## src/rtl/letc_core_pkg.sv

```systemverilog
`default_nettype none
// letc_core_pkg: shared LETC core types (sizes, addresses, data words, arbiter states).
// Rev 1.0
package letc_core_pkg;

  localparam int PADDR_W = 34;
  localparam int WORD_W  = 32;
  localparam int SIZE_W  = 2;

  typedef logic [PADDR_W-1:0] paddr_t;
  typedef logic [WORD_W-1:0]  word_t;

  typedef enum logic [SIZE_W-1:0] {
    SIZE_BYTE     = 2'b00,
    SIZE_HALFWORD = 2'b01,
    SIZE_WORD     = 2'b10
  } size_e;

  typedef enum logic {
    LIMP_ARB_IDLE    = 1'b0,
    LIMP_ARB_GRANTED = 1'b1
  } limp_arb_state_e;

endpackage
`default_nettype wire

```

## src/rtl/letc_core_rr_picker.sv

```systemverilog
`default_nettype none
// letc_core_rr_picker: combinational round-robin winner search starting at ptr.
// Rev 1.0
module letc_core_rr_picker
  import letc_core_pkg::*;
#(
  parameter  int NUM_REQUESTERS = 3,
  localparam int IDX_W          = $clog2(NUM_REQUESTERS)
) (
  input  logic [NUM_REQUESTERS-1:0] req,
  input  logic [IDX_W-1:0]          ptr,
  output logic [IDX_W-1:0]          winner,
  output logic                      any_valid
);

  int               cand;
  logic [IDX_W-1:0] cand_idx;

  // Scan from the farthest offset down so the offset closest to ptr is the last writer.
  always_comb begin
    winner    = '0;
    any_valid = 1'b0;
    cand      = 0;
    cand_idx  = '0;
    for (int off = NUM_REQUESTERS - 1; off >= 0; off--) begin
      cand     = (int'(ptr) + off) % NUM_REQUESTERS;
      cand_idx = IDX_W'(cand);
      if (req[cand_idx]) begin
        winner    = cand_idx;
        any_valid = 1'b1;
      end
    end
  end

endmodule
`default_nettype wire

```

## src/rtl/letc_core_limp_arbiter.sv

```systemverilog
`default_nettype none
// letc_core_limp_arbiter: round-robin merge of LIMP requesters onto the AXI FSM port.
// Rev 1.0
module letc_core_limp_arbiter
  import letc_core_pkg::*;
#(
  parameter  int NUM_REQUESTERS = 3,
  localparam int IDX_W          = $clog2(NUM_REQUESTERS)
) (
  input  logic                                   i_clk,
  input  logic                                   i_rst,
  input  logic [NUM_REQUESTERS-1:0]              i_req_valid,
  output logic [NUM_REQUESTERS-1:0]              o_req_ready,
  input  logic [NUM_REQUESTERS-1:0]              i_req_wen_nren,
  input  logic [NUM_REQUESTERS-1:0][SIZE_W-1:0]  i_req_size,
  input  logic [NUM_REQUESTERS-1:0][PADDR_W-1:0] i_req_addr,
  input  logic [NUM_REQUESTERS-1:0][WORD_W-1:0]  i_req_wdata,
  output logic [NUM_REQUESTERS-1:0][WORD_W-1:0]  o_req_rdata,
  output logic                                   o_valid,
  input  logic                                   i_ready,
  output logic                                   o_wen_nren,
  output size_e                                  o_size,
  output paddr_t                                 o_addr,
  output word_t                                  o_wdata,
  input  word_t                                  i_rdata
);

  limp_arb_state_e  state;
  limp_arb_state_e  state_next;
  logic [IDX_W-1:0] g;
  logic [IDX_W-1:0] p;
  logic [IDX_W-1:0] winner;
  logic             any_valid;
  logic             stray_ready;

  letc_core_rr_picker #(
    .NUM_REQUESTERS(NUM_REQUESTERS)
  ) u_picker (
    .req      (i_req_valid),
    .ptr      (p),
    .winner   (winner),
    .any_valid(any_valid)
  );

  always_ff @(posedge i_clk) begin
    if (i_rst) begin
      state <= LIMP_ARB_IDLE;
      g     <= '0;
      p     <= '0;
    end else begin
      state <= state_next;
      if (state == LIMP_ARB_IDLE && any_valid) begin
        g <= winner;
      end
      // Pointer only advances on completion, giving bounded wait of N-1 transactions.
      if (state == LIMP_ARB_GRANTED && i_ready) begin
        p <= (int'(g) == NUM_REQUESTERS - 1) ? '0 : g + IDX_W'(1);
      end
    end
  end

  always_comb begin
    state_next  = state;
    o_valid     = 1'b0;
    o_wen_nren  = 1'b0;
    o_size      = SIZE_BYTE;
    o_addr      = '0;
    o_wdata     = '0;
    o_req_ready = '0;
    o_req_rdata = '0;
    case (state)
      LIMP_ARB_IDLE: begin
        if (any_valid) begin
          state_next = LIMP_ARB_GRANTED;
        end
      end
      LIMP_ARB_GRANTED: begin
        o_valid    = 1'b1;
        o_wen_nren = i_req_wen_nren[g];
        o_size     = size_e'(i_req_size[g]);
        o_addr     = i_req_addr[g];
        o_wdata    = i_req_wdata[g];
        if (i_ready) begin
          o_req_ready[g] = 1'b1;
          o_req_rdata[g] = i_rdata;
          state_next     = LIMP_ARB_IDLE;
        end
      end
    endcase
  end

  // A completion from downstream with nothing granted is a protocol error on the AXI side.
  assign stray_ready = i_ready && (state == LIMP_ARB_IDLE);

  always_ff @(posedge i_clk) begin
    if (!i_rst) begin
      assert ($onehot0(o_req_ready));
      assert (!(|o_req_ready) || o_valid);
      assert (int'(g) < NUM_REQUESTERS);
      if (state == LIMP_ARB_GRANTED) begin
        assert (i_req_valid[g]);
      end
    end
  end

  assert property (@(posedge i_clk) disable iff (i_rst)
    (o_valid && !i_ready) |=> $stable({o_wen_nren, o_size, o_addr, o_wdata}));

  cover property (@(posedge i_clk) stray_ready);

endmodule
`default_nettype wire

```

## config.mk

```make
export PLATFORM = sky130hd
export DESIGN_NAME = letc_core_limp_arbiter
export DESIGN_NICKNAME = d
export VERILOG_FILES = /design/src/rtl/letc_core_pkg.sv /design/src/rtl/letc_core_rr_picker.sv /design/src/rtl/letc_core_limp_arbiter.sv
export SDC_FILE = /design/constraint.sdc
export NUM_CORES = 1
export LEC_CHECK = 0
export ABC_AREA = 1
export CELL_PAD_IN_SITES_DETAIL_PLACEMENT = 0
export CELL_PAD_IN_SITES_GLOBAL_PLACEMENT = 1
export CORE_AREA = 2 2 163 165
export CTS_CLUSTER_SIZE = 20
export DETAILED_ROUTE_END_ITERATION = 7
export DIE_AREA = 0 0 165 167
export PLACE_DENSITY_LB_ADDON = 0.1
export SETUP_SLACK_MARGIN = 0.2
export SYNTH_ARGS = -nofsm -noshare
export SYNTH_HDL_FRONTEND = slang
export SYNTH_SLANG_ARGS = --single-unit
```

## constraint.sdc

```tcl
create_clock -name i_clk -period 4.3 [get_ports i_clk]
set_input_delay 0.43 -clock i_clk [delete_from_list [all_inputs] [get_ports i_clk]]
set_output_delay 0.43 -clock i_clk [all_outputs]
set_load 0.1 [all_outputs]
```

# Word-level counts from Yosys, hierarchy flattened

Index checks and enable logic that the tools add are counted.

Bits in registers: 5
Latch bits: 0
Bits in writable memories: 0
Bits in read-only memories: 0
Bits of input ports: 245
Output and inout port bits: 169
Word-level logic and storage cells: 57
Memories: 0

$add $sub $neg: 3
Multiply operators: 0
Div/mod/pow operators: 3
$lt $le $gt $ge: 5
Eq/ne operators: 1
Shift-type cells: 0
Mux-type cells: 37
Bitwise gates (word level): 2
Reduce and logical (&&, ||, !) cells: 3

Operator list:

| cell                    | number |
|---|---|
| $mux W96                | 2 |
| $and A96 B96 Y96        | 1 |
| $mux W32                | 3 |
| $bmux W34 S2            | 1 |
| $mux W34                | 2 |
| $bmux W32 S2            | 1 |
| $demux W32 S2           | 1 |
| $mod A32 B3 Y32 const B | 2 |
| $mod A3 B3 Y32 const B  | 1 |
| $lt A2 B3 Y1 const B    | 4 |
| $mux W1                 | 12 |
| $mux W2                 | 6 |
| $bmux W1 S2             | 4 |
| $mux W3                 | 2 |
| $bmux W2 S2             | 1 |
| $add A2 B1 Y3 const B   | 1 |
| $add A2 B2 Y3 const B   | 1 |
| $logic_and A1 B1 Y1     | 3 |
| $add A2 B1 Y2 const B   | 1 |
| $demux W1 S2            | 1 |
| $eq A2 B2 Y1 const B    | 1 |
| $ge A2 B1 Y1 const B    | 1 |
| $pmux W1 S2             | 1 |
| $not A1 Y1              | 1 |

# Depth between registers and ports, before layout

Gate-level depths: netlist of run 1.

Depth in word-level cells: 9
Gate-level depth with buffers: 13
Gate-level depth less buffers: 13

# Modules after synthesis

Synthesis of run 1 repeated with hierarchy kept, for this count alone.

Cell total of the unflattened synthesis: 670
Area, all modules: 3029.2 sq um

Modules (own cells, without submodules):

| module                 | instances | cells an instance | area each (sq um) |
|---|---|---|---|
| letc_core_limp_arbiter | 1         | 629               | 2819.0 |
| letc_core_rr_picker    | 1         | 41                | 210.2 |

# Worst setup path after synthesis of run 1

Ideal clock, no wire load.

Path kind: reg2out
From: register state
To: output o_req_rdata[34] (netlist bit)
Arrival time: 4338 ps
Slack: -468 ps
Stages on the path, launching flop included: 7
Buffers on the path: 2
Cell sequence: dfxtp_1 > buf_2 > nand2_1 > nor2_1 > inv_2 > buf_2 > nor2_1

RTL lines:

| element                | line                         | RTL |
|---|---|---|
| from (decl)            | letc_core_limp_arbiter.sv:28 | `limp_arb_state_e state;` |
| from (signal assigned) | letc_core_limp_arbiter.sv:51 | `state <= state_next;` |
| to (decl)              | letc_core_limp_arbiter.sv:18 | `output logic [NUM_REQUESTERS-1:0][WORD_W-1:0] o_req_rdata,` |

# Final worst setup path of run 1

From: register state
To: output o_req_ready[2]

Word-level cells in the longest chain between the ends: 1

Ends and longest elaborated chain:

| element   | line                         | RTL |
|---|---|---|
| $mux W3   | letc_core_limp_arbiter.sv:71 | `case (state)` |
| to (decl) | letc_core_limp_arbiter.sv:13 | `output logic [NUM_REQUESTERS-1:0] o_req_ready,` |

No other way between the ends.

==> results of run 1 <==
[layer usage]
metal / GRT usage, % / wire, µm / vias to the layer above
met5: 0 / 0 / -
met4: 1.29 / 119 / 0
met3: 3.84 / 2220 / 8
met2: 25.8 / 10400 / 253
met1: 13.7 / 7150 / 2150
li1: - / - / 2681
[registers in the layout, summed over array words and instances (netlist names)]
name   count
g          2
p          2
state      1
[layout by cell type (no fill, tap or decap), drive strengths merged]
master	n
o21ai	2
nor2	107
buf	170
nand3b	1
diode	1
clkbuf	4
a21oi	4
nand3	76
clkdlybuf4s50	248
nand2	302
inv	122
dfxtp	5
ha	4
[area by class of cell]
class / count / area (µm²)
Clock buffer: 4 / 78.8
Fill cell: 2984 / 18900
Inverter: 122 / 458
Timing Repair Buffer: 418 / 3760
Antenna cell: 1 / 2.50
Multi-Input combinational cell: 496 / 2060
Tap cell: 335 / 419
Sequential cell: 5 / 101
[kinds of logic (layout without fill, tap and decap cells)]
kind of cell    count (synthesis)  in the layout
fa+ha+maj                       4              4
buf+inv                       160            544
compound gates                  6              6
flops                           5              5
other cells                     0              1
simple gates                  486            486
[Yosys cell counts, drive strengths merged]
| library cell | n | area, µm² |
|---|---|---|
| nand2 | 302 | 1130 |
| inv | 122 | 458 |
| nor2 | 107 | 414 |
| nand3 | 76 | 380 |
| buf | 37 | 196 |
| dfxtp | 5 | 100 |
| a21oi | 4 | 20.0 |
| ha | 4 | 50.1 |
| o21ai | 2 | 10.0 |
| clkbuf | 1 | 3.75 |
| nand3b | 1 | 7.51 |
[through the flow]
stage	setup slack (ns)	instance area [µm²]	total power [µW]	std cells
detailed placement	1.46	6800	2020	1376
floorplan	0.0316	2820	1450	661
global placement	1.47	6800	2040	1376
global route	1.28	6880	2270	1380
finish	1.39	6880	2140	1381
CTS	1.34	6880	2180	1380
[how the worst max path moves through the flow]
| stage | slack (ns) | endpoint | depth (start not counted) |
|---|---|---|---|
| floorplan | 0.03 | o_req_rdata[34] | 6 |
| global placement | 1.47 | o_req_ready[1] | 4 |
| detailed placement | 1.46 | o_req_ready[2] | 4 |
| CTS | 1.34 | o_req_ready[2] | 4 |
| global route | 1.28 | o_req_ready[1] | 4 |
| finish | 1.39 | o_req_ready[2] | 4 |
[power by group through the flow]
stage	Sequential (µW)	Clock, µW	Combinational [µW]
after floorplan	67.9	0	1380
after global placement	61.0	0	1980
after detailed placement	61.2	0	1960
after CTS	60.3	156	1970
after global routing	61.2	158	2050
final	60.1	153	1930
[worst reg2reg max path, delay by kind of cell (launching register included)]
kind / cells / cell delay [ns]
compound gates: 2 / 0.27
fa+ha+maj: 1 / 0.34
simple gates: 4 / 0.47
flops: 1 / 0.40
buf+inv: 4 / 0.27
==> impl_metrics.yaml, run 1 <==
worst_setup_path:
  cp_num_buf_inv: 2
  worstReg2RegEnd: "state"
  cp_slowest_cell: "clkdlybuf4s50_1"
  max_stage_delay_ns: 1.15
  worst_setup_path_end_kind: "output port"
  worstSetupStartpoint: "state"
  cp.required_ns: 3.87
  worstPathMaxFanout: 31
  reg2reg_depth: 11
  crit_path_cell_trace: "buf_4 > nand2_1 > nor2_2 > clkdlybuf4s50_1"
  critPathTopFamily: "buffers and inverters"
  arrival_ns: 2.48
  path_class: "register to output port"
  critPathLaunchType: "register"
  reg2reg_from: "p[0]"
  r2r_slack_ns: 2.44
pwr:
  switching_share_pct: 67.8
  ir_drop_mv: 0.173
  power.switching_uw: 1450
  power.internal_uw: 690
  p_per_area_mw_per_mm2: 312
  leakage_uw: 0.00385
  power_frac_seq_pct: 2.8
  power_frac_clock_pct: 7.1
  comb_power_share_pct: 90.1
global_routing:
  grt_pass1_wl_um: 27800
  globalRouteOverflowTotal: 0
  grt_usage_pct: 13.0
  first_global_vias: 4808
  grt_max_degree: 70
  antenna_found_initial: 1
final_layout:
  syn2layout_area_growth_pct: 148
  nNetsFinal: 1295
  drive_gt1_share_pct: 19.1
  utilization_pct: 26.7
synthesis:
  ys_ff_latch: 5
  synth-seq-area-share_pct: 3.61
  synth_nets: 910
  synth_top_family_by_area: "simple AND/OR/NAND/NOR gates"
  synth_area_mm2: 0.00277
  synth_xor_xnor_area_share_pct: 0
  yosys-mux-area-fraction_pct: 0
  netlist_instances: 661
  synth_adder_area_share_pct: 1.80
  ys_warn_count: 0
  synth-simple-area-share_pct: 69.8
  avgSynthCellArea_um2: 4.20
  synth_compound_area_share_pct: 1.08
  synth.distinct_cells: 17
cts:
  cts.clk_slew.worst_paths_ns: 0.03
  cts_resized: 0
  cts_buffers: 3
  cts.sinks: 5
  clk_latency_ns: 0.23
  cts_setup_buffers: 0
  cts_hold_buffers: 0
  clk_path_buf_depth: 2
  htreeDepth: 1
  root_buffer: "clkbuf_16"
  cts_tree: "yes"
detailed_routing:
  wl_um: 19900
  ant_nets: 0
  wire_per_inst_um: 14.4
  vias: 5092
  drt-initial-drc-count: 159
  first_pass_iters: 4
  vias_per_cell: 3.69
  route.detailed.drc: 0
hold_path:
  whs_path_depth: 2
  worst_hold_startpoint: "p[1]"
  min_to: "p[1]"
  hp-class: "register to register"
floorplan:
  die_h_um: 167
  dieArea_mm2: 0.0276
  rows: 59
  die_x_um: 165
  initial_core_util_pct: 10.8
  core_mm2: 0.0258
  io_pins: 414
timing:
  worst_pin_slew_ns: 0.969
  fmax_ghz: 0.343
  fin_setup_tns_ns: 0
  finalCritPeriodShare_pct: 67.7
  fin_crit_ns: 2.91
  hold_slack_ns: 0.530
  rsz0062_at_grt: "no"
  finalClockSkew_ns: 0.00149
  slew_viol_final: 0
  max_slew_margin_pct: 35.2
  finalSetupViolations: 0
  hold_viol: 0
outcome:
  status: "complete, no violations"
placed_design:
  gp_congestion: 0.747
  io_buffers: 413
  dpl.hpwl_um: 16000
job:
  maxCapViolCount: 0
Note: power is estimated with default switching activity, not from simulation.
==> inputs of run 2 (changes only) <==
--- a/config.mk
+++ b/config.mk
@@ -8,10 +8,10 @@
 export ABC_AREA = 1
 export CELL_PAD_IN_SITES_DETAIL_PLACEMENT = 0
 export CELL_PAD_IN_SITES_GLOBAL_PLACEMENT = 1
-export CORE_AREA = 2 2 163 165
+export CORE_AREA = 2 2 160 162
 export CTS_CLUSTER_SIZE = 20
 export DETAILED_ROUTE_END_ITERATION = 7
-export DIE_AREA = 0 0 165 167
+export DIE_AREA = 0 0 162 164
 export PLACE_DENSITY_LB_ADDON = 0.1
 export SETUP_SLACK_MARGIN = 0.2
 export SYNTH_ARGS = -nofsm -noshare
==> constraint.sdc (replaced) <==
create_clock -name i_clk -period 3 [get_ports i_clk]
set_input_delay 0.3 -clock i_clk [delete_from_list [all_inputs] [get_ports i_clk]]
set_output_delay 0.3 -clock i_clk [all_outputs]
set_load 0.1 [all_outputs]
==> impl_metrics.yaml, run 2 (synthesis gave the netlist of run 1 again) <==
cts:
  htreeDepth: 1
  clk_path_buf_depth: 2
  cts_resized: 0
  cts_setup_buffers: 0
  cts_tree: "yes"
  clk_latency_ns: 0.23
  cts.sinks: 5
  root_buffer: "clkbuf_16"
  cts_hold_buffers: 0
  cts_buffers: 3
  cts.clk_slew.worst_paths_ns: 0.03
floorplan:
  dieArea_mm2: 0.0266
  rows: 58
  die_x_um: 162
  io_pins: 414
  initial_core_util_pct: 11.2
  die_h_um: 164
  core_mm2: 0.0248
global_routing:
  first_global_vias: 5243
  antenna_found_initial: 1
  grt_max_degree: 72
  grt_pass1_wl_um: 31600
  grt_usage_pct: 15.6
  globalRouteOverflowTotal: 0
timing:
  finalClockSkew_ns: 0.00230
  slew_viol_final: 0
  hold_viol: 0
  finalSetupViolations: 0
  worst_pin_slew_ns: 0.872
  fmax_ghz: 0.399
  finalCritPeriodShare_pct: 83.6
  fin_crit_ns: 2.51
  rsz0062_at_grt: "no"
  max_slew_margin_pct: 41.9
  fin_setup_tns_ns: 0
pwr:
  finalPower_uw: 3760
  ir_drop_mv: 0.189
  p_per_area_mw_per_mm2: 386
  leakage_uw: 0.00442
detailed_routing:
  wire_per_inst_um: 15.7
  ant_nets: 0
  drt-initial-drc-count: 148
  route.detailed.drc: 0
  wl_met2_um: 11300
  wl_met1_um: 7750
  top_layer: "met4"
  wl_met3_um: 2370
  first_pass_iters: 4
  vias: 5253
  vias_per_cell: 3.79
  wl_um: 21700
placed_design:
  io_buffers: 413
  post-place-cells: 1379
  dpl.hpwl_um: 18000
  gp_congestion: 0.754
outcome:
  status: "complete, no violations"
final_layout:
  drive_gt1_share_pct: 27.8
  syn2layout_area_growth_pct: 252
  layout_commonest_cell: "nand2_1"
  stdcell_count: 1385
  nNetsFinal: 1303
  mostFrequentLayoutCells: "nand2_1 (302), clkdlybuf4s50_1 (244), buf_12 (172)"
  regArea_um2: 104
  largestRegisters: "g: 2 flops, p: 2 flops, state: 1 flops"
  multiInputGateArea_mm2: 0.00274
  fill_cells: 2558
worst_setup_path:
  critPathLaunchType: "input port"
  worstPathMaxFanout: 17
  cp_slowest_cell: "inv_2"
  path_class: "input port to output port"
  worst_setup_path_end_kind: "output port"
  crit_path_cell_trace: "clkdlybuf4s50_1 > nand2_1 > nor2_4 > inv_2 > buf_12 > nor2_4 > buf_12"
  max_stage_delay_ns: 0.55
  arrival_ns: 2.21
  cp_num_buf_inv: 4
  cp.required_ns: 2.70
  critPathTopFamily: "buffers and inverters"
job:
  maxCapViolCount: 0
hold_path:
  hp-class: "register to register"
==> run 2: cell types whose count changed in the layout (fill, tap and decap cells not counted), sizes merged <==
cell,previous run,this run
clkdlybuf4s50,248,244
diode,1,2
buf,170,182
==> run 2: report_power, final <==
part / internal, µW / switching (µW)
clock: 176 / 46.9
sequential: 75.9 / 10.1
combinational: 1230 / 2220
total: 1490 / 2280
==> run 2: worst min-delay path: cells and delay by family, from the launching register on <==
family,cells,cell delay (ns)
AND/OR/NAND/NOR,1,0.07
AO/OA/AOI/OAI,1,0.06
flip-flops,1,0.33
==> run 2: worst paths after layout <==
check,from,endpoint,slack [ns],cells after the start
setup / recovery,i_ready,o_req_rdata[88],0.49,7
hold / removal,p[0],p[0],0.51,2
setup reg to reg,p[0],state,1.24,11
hold reg to reg,p[0],p[0],0.51,2
==> run 2: final cells by class <==
type	instances	share of cell area (%)
multi-input combinational	496	28.0
inverter	122	4.69
tap	330	4.23
timing repair buffer	426	61.1
antenna	2	0.0513
clock buffer	4	0.808
sequential	5	1.06
==> run 2: routing by layer <==
metal	vias to the layer above	global-route usage, %
met5	-	0
met4	0	2.94
met3	13	6.01
met2	252	29.5
met1	2287	16.6
li1	2701	-
==> run 2: per-stage QoR <==
step | setup WS (ns) | instance area, µm² | utilization [%] | hold slack (ns)
final | 0.493 | 9760 | 39.3 | 0.512
after global routing | 0.378 | 9750 | 39.3 | 0.558
after CTS | 0.453 | 9750 | 39.3 | 0.518
after detailed placement | 0.457 | 9670 | 39.0 | 0.513
after global placement | 0.478 | 9670 | 39.0 | 0.509
after floorplan | 0.220 | 3490 | - | 0.369
==> inputs of run 3 (changes only) <==
==> constraint.sdc (replaced) <==
create_clock -name i_clk -period 2.6 [get_ports i_clk]
set_input_delay 0.26 -clock i_clk [delete_from_list [all_inputs] [get_ports i_clk]]
set_output_delay 0.26 -clock i_clk [all_outputs]
set_load 0.1 [all_outputs]
==> impl_metrics.yaml, run 3 (synthesis gave the netlist of run 1 again) <==
outcome:
  status: "complete, no violations"
pwr:
  ir_drop_mv: 0.308
  p_per_area_mw_per_mm2: 443
  leakage_uw: 0.00441
  finalPower_uw: 4340
detailed_routing:
  wl_um: 21300
  wl_met3_um: 2360
  first_pass_iters: 4
  drt-initial-drc-count: 234
  vias: 5188
  ant_nets: 0
  route.detailed.drc: 0
  wire_per_inst_um: 15.4
  wl_met1_um: 7710
  vias_per_cell: 3.76
  wl_met2_um: 11100
  top_layer: "met4"
timing:
  fmax_ghz: 0.450
  max_slew_margin_pct: 38.5
  finalCritPeriodShare_pct: 85.4
  slew_viol_final: 0
  setup_ws_ns: 0.379
  worst_pin_slew_ns: 0.923
  finalClockSkew_ns: 0.00161
  hold_viol: 0
  fin_setup_tns_ns: 0
  fin_crit_ns: 2.22
  finalSetupViolations: 0
  rsz0062_at_grt: "no"
placed_design:
  gp_congestion: 0.752
  io_buffers: 413
  pre_cts_slack_ns: 0.371
  dpl.hpwl_um: 17700
hold_path:
  hp-class: "register to register"
  whs_path_depth: 2
worst_setup_path:
  max_stage_delay_ns: 0.63
  arrival_ns: 1.96
  worst_setup_path_end_kind: "output port"
  cpMostUsedCell: "nor2_4"
  path_class: "input port to output port"
  critPathLaunchType: "input port"
  cp_slowest_cell: "inv_4"
  crit_path_cell_trace: "clkdlybuf4s50_1 > nand2_8 > nor2_4 > inv_4 > nor2_4 > buf_12"
  reg2reg_depth: 11
  cp.required_ns: 2.34
  worstPathMaxFanout: 33
cts:
  htreeDepth: 1
  clk_latency_ns: 0.23
  cts_buffers: 3
  cts_hold_buffers: 0
  cts_setup_buffers: 0
  cts_resized: 0
  clk_path_buf_depth: 2
  root_buffer: "clkbuf_16"
  cts.sinks: 5
  cts_tree: "yes"
  cts.clk_slew.worst_paths_ns: 0.03
floorplan:
  dieArea_mm2: 0.0266
  rows: 58
  initial_core_util_pct: 11.2
  io_pins: 414
  die_h_um: 164
  core_mm2: 0.0248
  die_x_um: 162
global_routing:
  antenna_found_initial: 0
  grt_pass1_wl_um: 31100
  grt_usage_pct: 15.1
  grt_max_degree: 72
  first_global_vias: 5086
  globalRouteOverflowTotal: 0
final_layout:
  mostFrequentLayoutCells: "nand2_1 (301), clkdlybuf4s50_1 (244), buf_12 (173)"
  multiInputGateArea_mm2: 0.00278
  syn2layout_area_growth_pct: 253
  insertedDiodeCount: 0
  largestRegisters: "g: 2 flops, p: 2 flops, state: 1 flops"
  fill_cells: 2604
  layout_commonest_cell: "nand2_1"
  nNetsFinal: 1301
  regArea_um2: 104
  drive_gt1_share_pct: 27.8
job:
  maxCapViolCount: 0
[run 3: power breakdown]
part / internal (µW) / total (µW) / switching (µW) / leakage [µW]
clock network: 203 / 255 / 51.5 / 0.0000382
registers: 87.7 / 103 / 15.7 / 0.0000417
logic: 1430 / 3980 / 2550 / 0.00433
total: 1720 / 4340 / 2620 / 0.00441
[run 3: layout make-up]
class | count | share of cell area (%)
Inverter | 122 | 4.76
Timing Repair Buffer | 424 | 60.8
Multi-Input combinational cell | 496 | 28.3
Tap cell | 330 | 4.21
Sequential cell | 5 | 1.06
Clock buffer | 4 | 0.804
[run 3: worst paths after layout]
check                                  endpoint    start  slack, ns
worst max register to register            state     p[0]       0.81
worst min-delay path                       p[1]     p[1]       0.52
worst min register to register             p[1]     p[1]       0.52
worst max-delay path            o_req_rdata[22]  i_ready       0.38
[run 3: per-stage QoR]
step | util (%) | area (µm²) | hold slack (ns) | instances
floorplan | - | 3640 | 0.329 | 661
global placement | 39.2 | 9720 | 0.514 | 1377
detailed placement | 39.2 | 9720 | 0.516 | 1377
CTS | 39.5 | 9800 | 0.521 | 1381
global route | 39.5 | 9800 | 0.562 | 1381
finish | 39.5 | 9800 | 0.515 | 1381
[run 3: routing by layer]
metal / vias to the layer above / GRT usage, %
li1: 2699 / -
met2: 252 / 28.7
met1: 2231 / 16.4
met4: 0 / 1.69
met5: - / 0
met3: 6 / 5.63
[run 3: worst max-delay path, delay by kind of cell]
family | cells | cell delay [ns]
buffers and inverters | 3 | 1.34
and+or+nand+nor | 3 | 0.29
